--- config.mk ---
export PLATFORM = sky130hd
export DESIGN_NAME = uart_tx_fifo
export DESIGN_NICKNAME = d
export VERILOG_FILES = /design/src/rtl/uart_pkg.sv /design/src/rtl/sync_fifo.sv /design/src/rtl/uart_tx_fifo.sv
export SDC_FILE = /design/constraint.sdc
export NUM_CORES = 1
export LEC_CHECK = 0
export CAP_MARGIN = 20
export CORE_UTILIZATION = 40
export DETAILED_ROUTE_END_ITERATION = 12
export GPL_TIMING_DRIVEN = 0
export HOLD_SLACK_MARGIN = 0.15
export PLACE_DENSITY = 0.67
export SYNTH_ARGS = -nofsm -noshare
export SYNTH_HDL_FRONTEND = slang
export SYNTH_HIERARCHICAL = 1
export SYNTH_SLANG_ARGS = --single-unit
--- constraint.sdc ---
create_clock -name clk -period 3 [get_ports clk]
set_input_delay 0.45 -clock clk [delete_from_list [all_inputs] [get_ports clk]]
set_output_delay 0.45 -clock clk [all_outputs]
set_load 0.03 [all_outputs]
--- src/rtl/uart_pkg.sv ---
// Shared types and constants for the UART transmit path.
//   uart_feed_state_t          : feeder FSM states
//   UART_FEED_BUSY_TIMEOUT     : cycles the feeder waits for busy to rise
//   UART_TX_FIFO_DEPTH_DEFAULT : default transmit FIFO depth
package uart_pkg;

  typedef enum logic [1:0] {
    F_IDLE      = 2'd0,
    F_ISSUE     = 2'd1,
    F_WAIT_BUSY = 2'd2,
    F_WAIT_DONE = 2'd3
  } uart_feed_state_t;

  localparam int unsigned UART_FEED_BUSY_TIMEOUT     = 4;
  localparam int unsigned UART_FEED_TMO_W            = $clog2(UART_FEED_BUSY_TIMEOUT);
  localparam int unsigned UART_TX_FIFO_DEPTH_DEFAULT = 16;

endpackage

--- src/rtl/sync_fifo.sv ---
// Synchronous FIFO with flush and an up/down occupancy counter.
//   clk, rst   : clock, synchronous active-high reset
//   push       : enqueue push_data (accepted if not full, or full with a same-cycle pop)
//   pop        : dequeue head (ignored while empty)
//   pop_data   : current head entry
//   flush      : empty the FIFO; overrides push and pop
//   full/empty : registered occupancy flags
//   count      : entries currently queued
module sync_fifo #(
  parameter int unsigned DEPTH      = 16,
  parameter int unsigned DATA_WIDTH = 8
) (
  input  logic                    clk,
  input  logic                    rst,
  input  logic                    push,
  input  logic [DATA_WIDTH-1:0]   push_data,
  input  logic                    pop,
  output logic [DATA_WIDTH-1:0]   pop_data,
  input  logic                    flush,
  output logic                    full,
  output logic                    empty,
  output logic [$clog2(DEPTH):0]  count
);

  localparam int unsigned PTR_W = $clog2(DEPTH);
  localparam int unsigned CNT_W = PTR_W + 1;

  logic [DATA_WIDTH-1:0] mem [DEPTH];
  logic [PTR_W-1:0]      wr_ptr_q;
  logic [PTR_W-1:0]      rd_ptr_q;
  logic [CNT_W-1:0]      count_q;
  logic [CNT_W-1:0]      count_nxt_c;
  logic                  full_q;
  logic                  empty_q;
  logic                  do_pop_c;
  logic                  do_push_c;

  // A full FIFO still accepts a push when the head leaves in the same cycle.
  assign do_pop_c  = pop & ~empty_q & ~flush;
  assign do_push_c = push & (~full_q | do_pop_c) & ~flush;

  // Occupancy next-state.
  always_comb begin
    count_nxt_c = count_q;
    if (flush) begin
      count_nxt_c = '0;
    end else if (do_push_c && !do_pop_c) begin
      count_nxt_c = count_q + CNT_W'(1);
    end else if (!do_push_c && do_pop_c) begin
      count_nxt_c = count_q - CNT_W'(1);
    end
  end

  // Pointers, counter and flags; pointers wrap naturally at DEPTH.
  always_ff @(posedge clk) begin
    if (rst) begin
      wr_ptr_q <= '0;
      rd_ptr_q <= '0;
      count_q  <= '0;
      full_q   <= 1'b0;
      empty_q  <= 1'b1;
    end else begin
      if (flush) begin
        wr_ptr_q <= '0;
        rd_ptr_q <= '0;
      end else begin
        if (do_push_c) wr_ptr_q <= wr_ptr_q + PTR_W'(1);
        if (do_pop_c)  rd_ptr_q <= rd_ptr_q + PTR_W'(1);
      end
      count_q <= count_nxt_c;
      full_q  <= (count_nxt_c == CNT_W'(DEPTH));
      empty_q <= (count_nxt_c == '0);
    end
  end

  // Storage array, no reset needed.
  always_ff @(posedge clk) begin
    if (do_push_c) mem[wr_ptr_q] <= push_data;
  end

  assign pop_data = mem[rd_ptr_q];
  assign full     = full_q;
  assign empty    = empty_q;
  assign count    = count_q;

endmodule

--- src/rtl/uart_tx_fifo.sv ---
// Transmit buffer plus feeder that hands bytes one at a time to the UART transmitter.
//   clk, rst           : clock, synchronous active-high reset
//   wr_en_i/wr_data_i  : push a byte
//   flush_i            : discard queued bytes (in-flight byte completes)
//   clr_overflow_i     : clear sticky overflow_o
//   full_o/empty_o     : FIFO flags; count_o bytes queued
//   overflow_o         : sticky, a push was dropped while full
//   idle_o             : nothing queued, feeder idle, transmitter not busy
//   uart_tx_en_o       : one-cycle start pulse; uart_tx_data_o holds the byte
//   uart_tx_busy_i     : transmitter busy flag
module uart_tx_fifo
  import uart_pkg::*;
#(
  parameter int unsigned DEPTH      = UART_TX_FIFO_DEPTH_DEFAULT,
  parameter int unsigned DATA_WIDTH = 8
) (
  input  logic                    clk,
  input  logic                    rst,
  input  logic                    wr_en_i,
  input  logic [DATA_WIDTH-1:0]   wr_data_i,
  input  logic                    flush_i,
  input  logic                    clr_overflow_i,
  output logic                    full_o,
  output logic                    empty_o,
  output logic [$clog2(DEPTH):0]  count_o,
  output logic                    overflow_o,
  output logic                    idle_o,
  output logic                    uart_tx_en_o,
  output logic [DATA_WIDTH-1:0]   uart_tx_data_o,
  input  logic                    uart_tx_busy_i
);

  localparam int unsigned TMO_W = UART_FEED_TMO_W;

  uart_feed_state_t      state_q, state_nxt;
  logic                  en_q, en_nxt;
  logic [DATA_WIDTH-1:0] data_q, data_nxt;
  logic [TMO_W-1:0]      tmo_q, tmo_nxt;
  logic                  ovf_q, ovf_nxt;
  logic                  pop_c;
  logic [DATA_WIDTH-1:0] fifo_rdata;
  logic                  fifo_full;
  logic                  fifo_empty;

  sync_fifo #(
    .DEPTH      (DEPTH),
    .DATA_WIDTH (DATA_WIDTH)
  ) u_fifo (
    .clk       (clk),
    .rst       (rst),
    .push      (wr_en_i),
    .push_data (wr_data_i),
    .pop       (pop_c),
    .pop_data  (fifo_rdata),
    .flush     (flush_i),
    .full      (fifo_full),
    .empty     (fifo_empty),
    .count     (count_o)
  );

  // Feeder next-state, pop strobe and sticky overflow.
  always_comb begin
    state_nxt = state_q;
    en_nxt    = 1'b0;
    data_nxt  = data_q;
    tmo_nxt   = tmo_q;
    pop_c     = 1'b0;
    ovf_nxt   = ovf_q;

    case (state_q)
      F_IDLE: begin
        // A flushing FIFO does not hand out its head.
        if (!fifo_empty && !uart_tx_busy_i && !flush_i) begin
          pop_c     = 1'b1;
          data_nxt  = fifo_rdata;
          en_nxt    = 1'b1;
          state_nxt = F_ISSUE;
        end
      end
      F_ISSUE: begin
        tmo_nxt   = '0;
        state_nxt = F_WAIT_BUSY;
      end
      F_WAIT_BUSY: begin
        // A transmitter that never answers costs the byte, not the stream.
        if (uart_tx_busy_i) begin
          state_nxt = F_WAIT_DONE;
        end else if (tmo_q == TMO_W'(UART_FEED_BUSY_TIMEOUT - 1)) begin
          state_nxt = F_IDLE;
        end else begin
          tmo_nxt = tmo_q + TMO_W'(1);
        end
      end
      F_WAIT_DONE: begin
        if (!uart_tx_busy_i) state_nxt = F_IDLE;
      end
      default: state_nxt = F_IDLE;
    endcase

    // Set beats clear when both happen in the same cycle.
    if (clr_overflow_i) ovf_nxt = 1'b0;
    if (wr_en_i && fifo_full && !pop_c && !flush_i) ovf_nxt = 1'b1;
  end

  // Feeder registers.
  always_ff @(posedge clk) begin
    if (rst) begin
      state_q <= F_IDLE;
      en_q    <= 1'b0;
      data_q  <= '0;
      tmo_q   <= '0;
      ovf_q   <= 1'b0;
    end else begin
      state_q <= state_nxt;
      en_q    <= en_nxt;
      data_q  <= data_nxt;
      tmo_q   <= tmo_nxt;
      ovf_q   <= ovf_nxt;
    end
  end

  assign full_o         = fifo_full;
  assign empty_o        = fifo_empty;
  assign overflow_o     = ovf_q;
  assign uart_tx_en_o   = en_q;
  assign uart_tx_data_o = data_q;
  assign idle_o         = fifo_empty & (state_q == F_IDLE) & ~uart_tx_busy_i;

endmodule

==> results.yml, run 1 <==
routing:
  num_vias: 3424
  dr.pass1.iters: 4
  drc: 0
  vias_per_cell: 5.24
  detail-route-antenna-nets: 0
  drt_iter0_markers: 209
  avgRoutedWirePerCell_um: 18.1
  drt-total-wl_mm: 11.8
logic_synthesis:
  ys_types: 46
  synthArstFlopShare: 0
  seq_area_frac_synth: 0.687
  synth_ff_type: "edfxtp_1"
  syn_avg_cell_area_sq_um: 17.8
  yosysWarnings: 6
  syn_nets: 390
  syn_inst: 368
  synth_seq_cells: 161
  syn_area_sq_um: 6560
  synth_edf_count: 128
worst_hold_path:
  hold_end: "uart_tx_data_o[4]"
  min_from: "uart_tx_data_o[4]"
  holdCritPathClass: "register to register"
  hold_path_depth: 2
floorplanning:
  die_w_um: 130
  dieArea_sq_um: 16900
  rows: 46
  io-pin-count: 32
  start_util: 0.411
  die_h_um: 130
  design.core.area_sq_um: 15900
clock_tree:
  path_clk_slew_ps: 60
  cts_tree: "built"
  cts.sink_count: 161
  clockBufferDepth: 2
  numCtsBuffers: 17
  root_buffer: "clkbuf_16"
  h-tree-depth: 4
  clock_latency_ps: 420
  ctsHoldBuffers: 0
outcome:
  status: "complete, no violations"
sta:
  min_period_ps: 2920
  worst_slew_pin_slew_ps: 685
  drv_slew: 0
  max_slew_margin: 0.544
  skew_ps: 11.5
  rsz0062_at_grt: "yes"
  holdWs_ps: 477
  max_freq_mhz: 343
  setup_viol: 0
  hold_viol_final: 0
  min_period_over_period: 0.973
placement:
  dpl-instance-area_sq_um: 7160
  hpwl_mm: 8.23
  portBuffers: 31
  place.gp.congestion: 0.756
grt:
  grt_pass1_vias: 3346
  grt_max_degree: 17
  gr-usage-met2: 0.236
  grt-busiest-layer: "met2"
  overflow: 0
  track_usage: 0.152
  use_met3: 0.0398
  grt_antenna_before_repair: 0
  grt_pass1_wl_mm: 18.2
  met1_usage: 0.205
setup_path:
  ff2ff_setup_slack_ps: 140
  slowest_delay_ps: 500
  start_kind: "input pin"
  r2r-start: "state_q[1]"
  timing.rr.end: "u_fifo/mem[1][3]"
  worst_ep_required_time_ps: 3110
  ff2ff_path_depth: 10
  end_kind: "register"
  crit_chain: "clkdlybuf4s50_1 > or3_1 > or3_4 > clkinv_4 > nand2b_1 > buf_2 > a21oi_4 > nand2_2 > nor3_4 > buf_2"
  cp_slowest_cell: "clkdlybuf4s50_1"
  cp.arrival_ps: 3030
  crit_fanout: 13
  crit_type: "input pin to register"
  cp_common_cell: "buf_2"
finish:
  syn2layout_area_growth_pct: 19.7
  drive_gt1_frac: 0.231
  design_area_sq_um: 7850
  fillers: 1315
  nNetsFinal: 447
  diodes: 0
pwr:
  leakagePower_nw: 2.44
  power_mw: 4.48
  p_per_area_nw_per_um2: 571
  ir_worst_vdd_uv: 398
flow_run:
  max_cap_violations: 0
## final cells by class
class | instances | area [sq um] | share of cell area
multi-input combinational | 182 | 2020 | 0.257
timing repair buffer | 38 | 360 | 0.0459
tap | 216 | 270 | 0.0344
clock inverter | 15 | 109 | 0.0139
inverter | 8 | 35.0 | 0.00446
buffer | 17 | 126 | 0.0161
sequential | 161 | 4500 | 0.574
clock buffer | 17 | 425 | 0.0542
## synthesized netlist by cell type (2+ instances only)
cell      instances  area [sq um]
a21oi_1           5          25.0
a221o_1           2          20.0
buf_2             4          20.0
buf_4             2          15.0
buf_6             3          33.8
clkbuf_1          6          22.5
dfxtp_1          33           661
edfxtp_1        128          3840
ha_1              8           100
inv_1             7          26.3
mux2i_1          10           100
mux4_1           14           368
mux4_2           26           586
nand2_1          11          41.3
nand2b_1         25           156
nand3_1           2          10.0
nand4b_1          2          17.5
nor2_1           30           113
nor2b_1           3          18.8
nor3_1            9          45.0
o31ai_1           4          30.0
o32ai_1           3          26.3
or2_2             2          12.5
or3_1             2          12.5
xnor2_1           3          26.3
xor2_1            4          35.0
## sequential cells by signal, summed over array words and instances, names as in the netlist, 2 cells and up, named ones only
name	count
u_fifo/mem	128
uart_tx_data_o	8
u_fifo/count	5
u_fifo/rd_ptr_q	4
u_fifo/wr_ptr_q	4
state_q	2
tmo_q	2
## timing repair
| action | CTS | global route |
|---|---|---|
| pin swaps | 0 | 2 |
| buffers inserted | 0 | 3 |
| gates resized for setup | 22 | 14 |
| setup endpoints to repair | 122 | 120 |
## per-stage QoR
stage                     worst slack [ps]  std cells  setup TNS, ps   util
final                                 80.7        654              0  0.492
after global routing                 -47.2        654          -1120  0.492
after CTS                            -25.2        651           -448  0.488
after detailed placement              -832        619         -88280  0.449
after global placement               -1180        615         -97210  0.448
after floorplan                       83.7        368              0      -
## worst max-delay path by stage
| stage | startpoint | to | slack [ps] | cells past startpoint |
|---|---|---|---|---|
| 2_1_floorplan | state_q[1] | u_fifo/mem[3][0] | 80 | 9 |
| 3_3_place_gp | uart_tx_busy_i | u_fifo/mem[3][6] | -1180 | 9 |
| 5_1_grt | uart_tx_busy_i | u_fifo/mem[3][3] | -50 | 10 |
| 3_5_place_dp | uart_tx_busy_i | u_fifo/mem[10][4] | -830 | 9 |
| 4_1_cts | uart_tx_busy_i | u_fifo/mem[4][3] | -30 | 9 |
| 6_report | uart_tx_busy_i | u_fifo/mem[1][3] | 80 | 10 |
## logic make-up (layout without fill, tap and decap cells)
logic type	Yosys count	count (layout)	share of synthesized area
AND/OR/NAND/NOR	95	95	0.0783
AO/OA/AOI/OAI	22	22	0.0246
flip-flops	161	161	0.687
buffers and inverters	25	95	0.0246
XOR/XNOR	7	7	0.00935
adder cells (fa/ha/maj)	8	8	0.0153
multiplexers	50	50	0.161
## power by group
part	switching (mW)	internal, mW
logic	0.0791	0.0566
registers	0.00662	2.42
clock network	0.866	1.06
## per-layer routing
layer	wire length, um	up-vias
met5	0	-
met4	133	0
met3	481	12
met2	5690	85
met1	5530	1759
li1	-	1568
## worst max-delay path, delay by kind of cell
family / cells / cell delay [ps]
AO/OA/AOI/OAI: 1 / 260
AND/OR/NAND/NOR: 5 / 1270
buffers and inverters: 4 / 1050
## cell usage in the layout, fill, tap and decap left out, drive strengths merged, types with 2 or more instances in the layout
cell,netlist,routed
nor3b,2,2
or2,2,2
nor2,30,30
clkinv,1,6
o32ai,3,3
xor2,4,4
nand2b,25,25
a221o,2,2
clkdlybuf4s50,0,31
edfxtp,128,128
mux4,40,40
nor3,10,10
buf,11,16
xnor2,3,3
clkinvlp,0,6
clkbuf,6,25
o31ai,4,4
or3,3,3
nor2b,3,3
mux2i,10,10
inv,7,11
dfxtp,33,33
ha,8,8
nand4b,2,2
nand3,2,2
a21oi,6,6
nand2,11,11
Power figures use the tool's default switching activity.
==> run 2: changes to the inputs <==
--- a/config.mk
+++ b/config.mk
@@ -8,7 +8,6 @@
 export CAP_MARGIN = 20
 export CORE_UTILIZATION = 40
 export DETAILED_ROUTE_END_ITERATION = 12
-export GPL_TIMING_DRIVEN = 0
 export HOLD_SLACK_MARGIN = 0.15
 export PLACE_DENSITY = 0.67
 export SYNTH_ARGS = -nofsm -noshare
==> run 2 against run 1 <==
  * Sequential power hardly changed
  * Worst hold slack about the same
  * Critical path depth shrank 2
  * Die area did not move
  * Power is 6.4% higher
  * Core utilization is 0.078 points lower
  * Global-route usage rose by 0.90 points
  * Maximum frequency is 19% higher
  * Clock power rose by 15%
  * Wire length grew 4.3%
  * Sequential cell count did not move
==> results.yml, run 2 (synthesis gave the netlist of run 1 again) <==
setup_path:
  ff2ff_path_depth: 8
  cp.arrival_ps: 2590
  crit_fanout: 8
  end_kind: "register"
  crit_type: "register to register"
  start_kind: "register"
  worst_ep_required_time_ps: 3120
finish:
  regMostFlops: "u_fifo/mem"
  syn2layout_area_growth_pct: 19.5
  drive_gt1_frac: 0.199
  fillers: 1311
  nNetsFinal: 451
  layout_common_cells: "edfxtp_1, dfxtp_1, clkdlybuf4s50_1, nor2_1, buf_4"
  final-instance-count-excl-fill: 658
  design_area_sq_um: 7840
  diodes: 0
  layout_commonest_cell: "edfxtp_1"
  largest_register_ffs: 128
floorplanning:
  dieArea_sq_um: 16900
  start_util: 0.411
  die_h_um: 130
  die_w_um: 130
  rows: 46
  design.core.area_sq_um: 15900
  io-pin-count: 32
routing:
  dr.pass1.iters: 4
  num_vias: 3443
  detail-route-antenna-nets: 0
  drc: 0
  avgRoutedWirePerCell_um: 18.7
  drt_iter0_markers: 260
  vias_per_cell: 5.23
  drt-total-wl_mm: 12.3
flow_run:
  max_cap_violations: 0
placement:
  dpl-instance-area_sq_um: 7220
  dp.cells: 626
  hpwl_mm: 8.27
  place.gp.congestion: 0.835
  portBuffers: 31
sta:
  rsz0062_at_grt: "no"
  max_slew_margin: 0.591
  drv_slew: 0
  skew_ps: 7.73
  worst_slew_pin_slew_ps: 613
  setup_viol: 0
  max_freq_mhz: 406
  min_period_ps: 2460
  tns_ps: 0
  min_period_over_period: 0.821
  hold_viol_final: 0
  holdWs_ps: 477
pwr:
  leakagePower_nw: 2.53
  p_per_area_nw_per_um2: 609
  power_mw: 4.77
  ir_worst_vdd_uv: 431
grt:
  track_usage: 0.161
  overflow: 0
  grt_antenna_before_repair: 0
  grt_max_degree: 33
  grt_pass1_wl_mm: 19.3
  grt_pass1_vias: 3431
clock_tree:
  clock_latency_ps: 420
  cts_resized: 0
  path_clk_slew_ps: 60
  root_buffer: "clkbuf_16"
  cts_tree: "built"
  ctsHoldBuffers: 0
  h-tree-depth: 4
  cts.sink_count: 161
  numCtsBuffers: 17
  clockBufferDepth: 2
  cts_setup_buffers: 0
outcome:
  status: "complete, no violations"
worst_hold_path:
  holdCritPathClass: "register to register"
  hold_path_depth: 2
[run 2: changes by cell type in the layout (fill, tap and decap cells not counted), sizes merged]
cell / before / now
buf: 16 / 28
clkinv: 6 / 1
clkinvlp: 6 / 1
inv: 11 / 7
bufinv: 0 / 3
clkbuf: 25 / 28
[run 2: final cells by class]
type / instances / area [sq um] / area share
clock inverter: 4 / 97.6 / 0.0125
tap: 216 / 270 / 0.0345
sequential: 161 / 4510 / 0.575
clock buffer: 28 / 517 / 0.0660
timing repair buffer: 59 / 520 / 0.0664
inverter: 8 / 35.0 / 0.00447
multi-input combinational: 182 / 1890 / 0.241
[run 2: critical path: stages (launching register included)]
cell and delay, ps:
dfxtp_1 370, or3_1 410, or3_4 370, clkinv_4 70, nand2b_1 80, a21oi_2 260, nand2_1 200, nor2_1 200
buf_4 210
[run 2: report_power, final]
group	total [mW]	switching, mW	internal, mW
logic	0.133	0.0757	0.0571
clock network	2.21	0.791	1.42
registers	2.43	0.00730	2.42
total	4.77	0.874	3.90
[run 2: routing by layer]
layer | share of wire | GRT usage
met5 | 0 | 0
met4 | 0.014 | 0.0581
met3 | 0.047 | 0.0398
met2 | 0.48 | 0.249
met1 | 0.46 | 0.221
[run 2: worst paths after layout]
path                     startpoint                 to  slack (ps)
setup / recovery         state_q[1]  u_fifo/mem[11][4]         540
setup reg to reg         state_q[1]  u_fifo/mem[11][4]         540
hold / removal    uart_tx_data_o[2]  uart_tx_data_o[2]         480
hold reg to reg   uart_tx_data_o[2]  uart_tx_data_o[2]         480
[run 2: per-stage QoR]
stage / worst slack [ps] / utilization
2_1_floorplan: 83.7 / -
3_3_place_gp: 156 / 0.453
3_5_place_dp: 141 / 0.453
4_1_cts: 556 / 0.491
5_1_grt: 403 / 0.491
6_report: 537 / 0.491
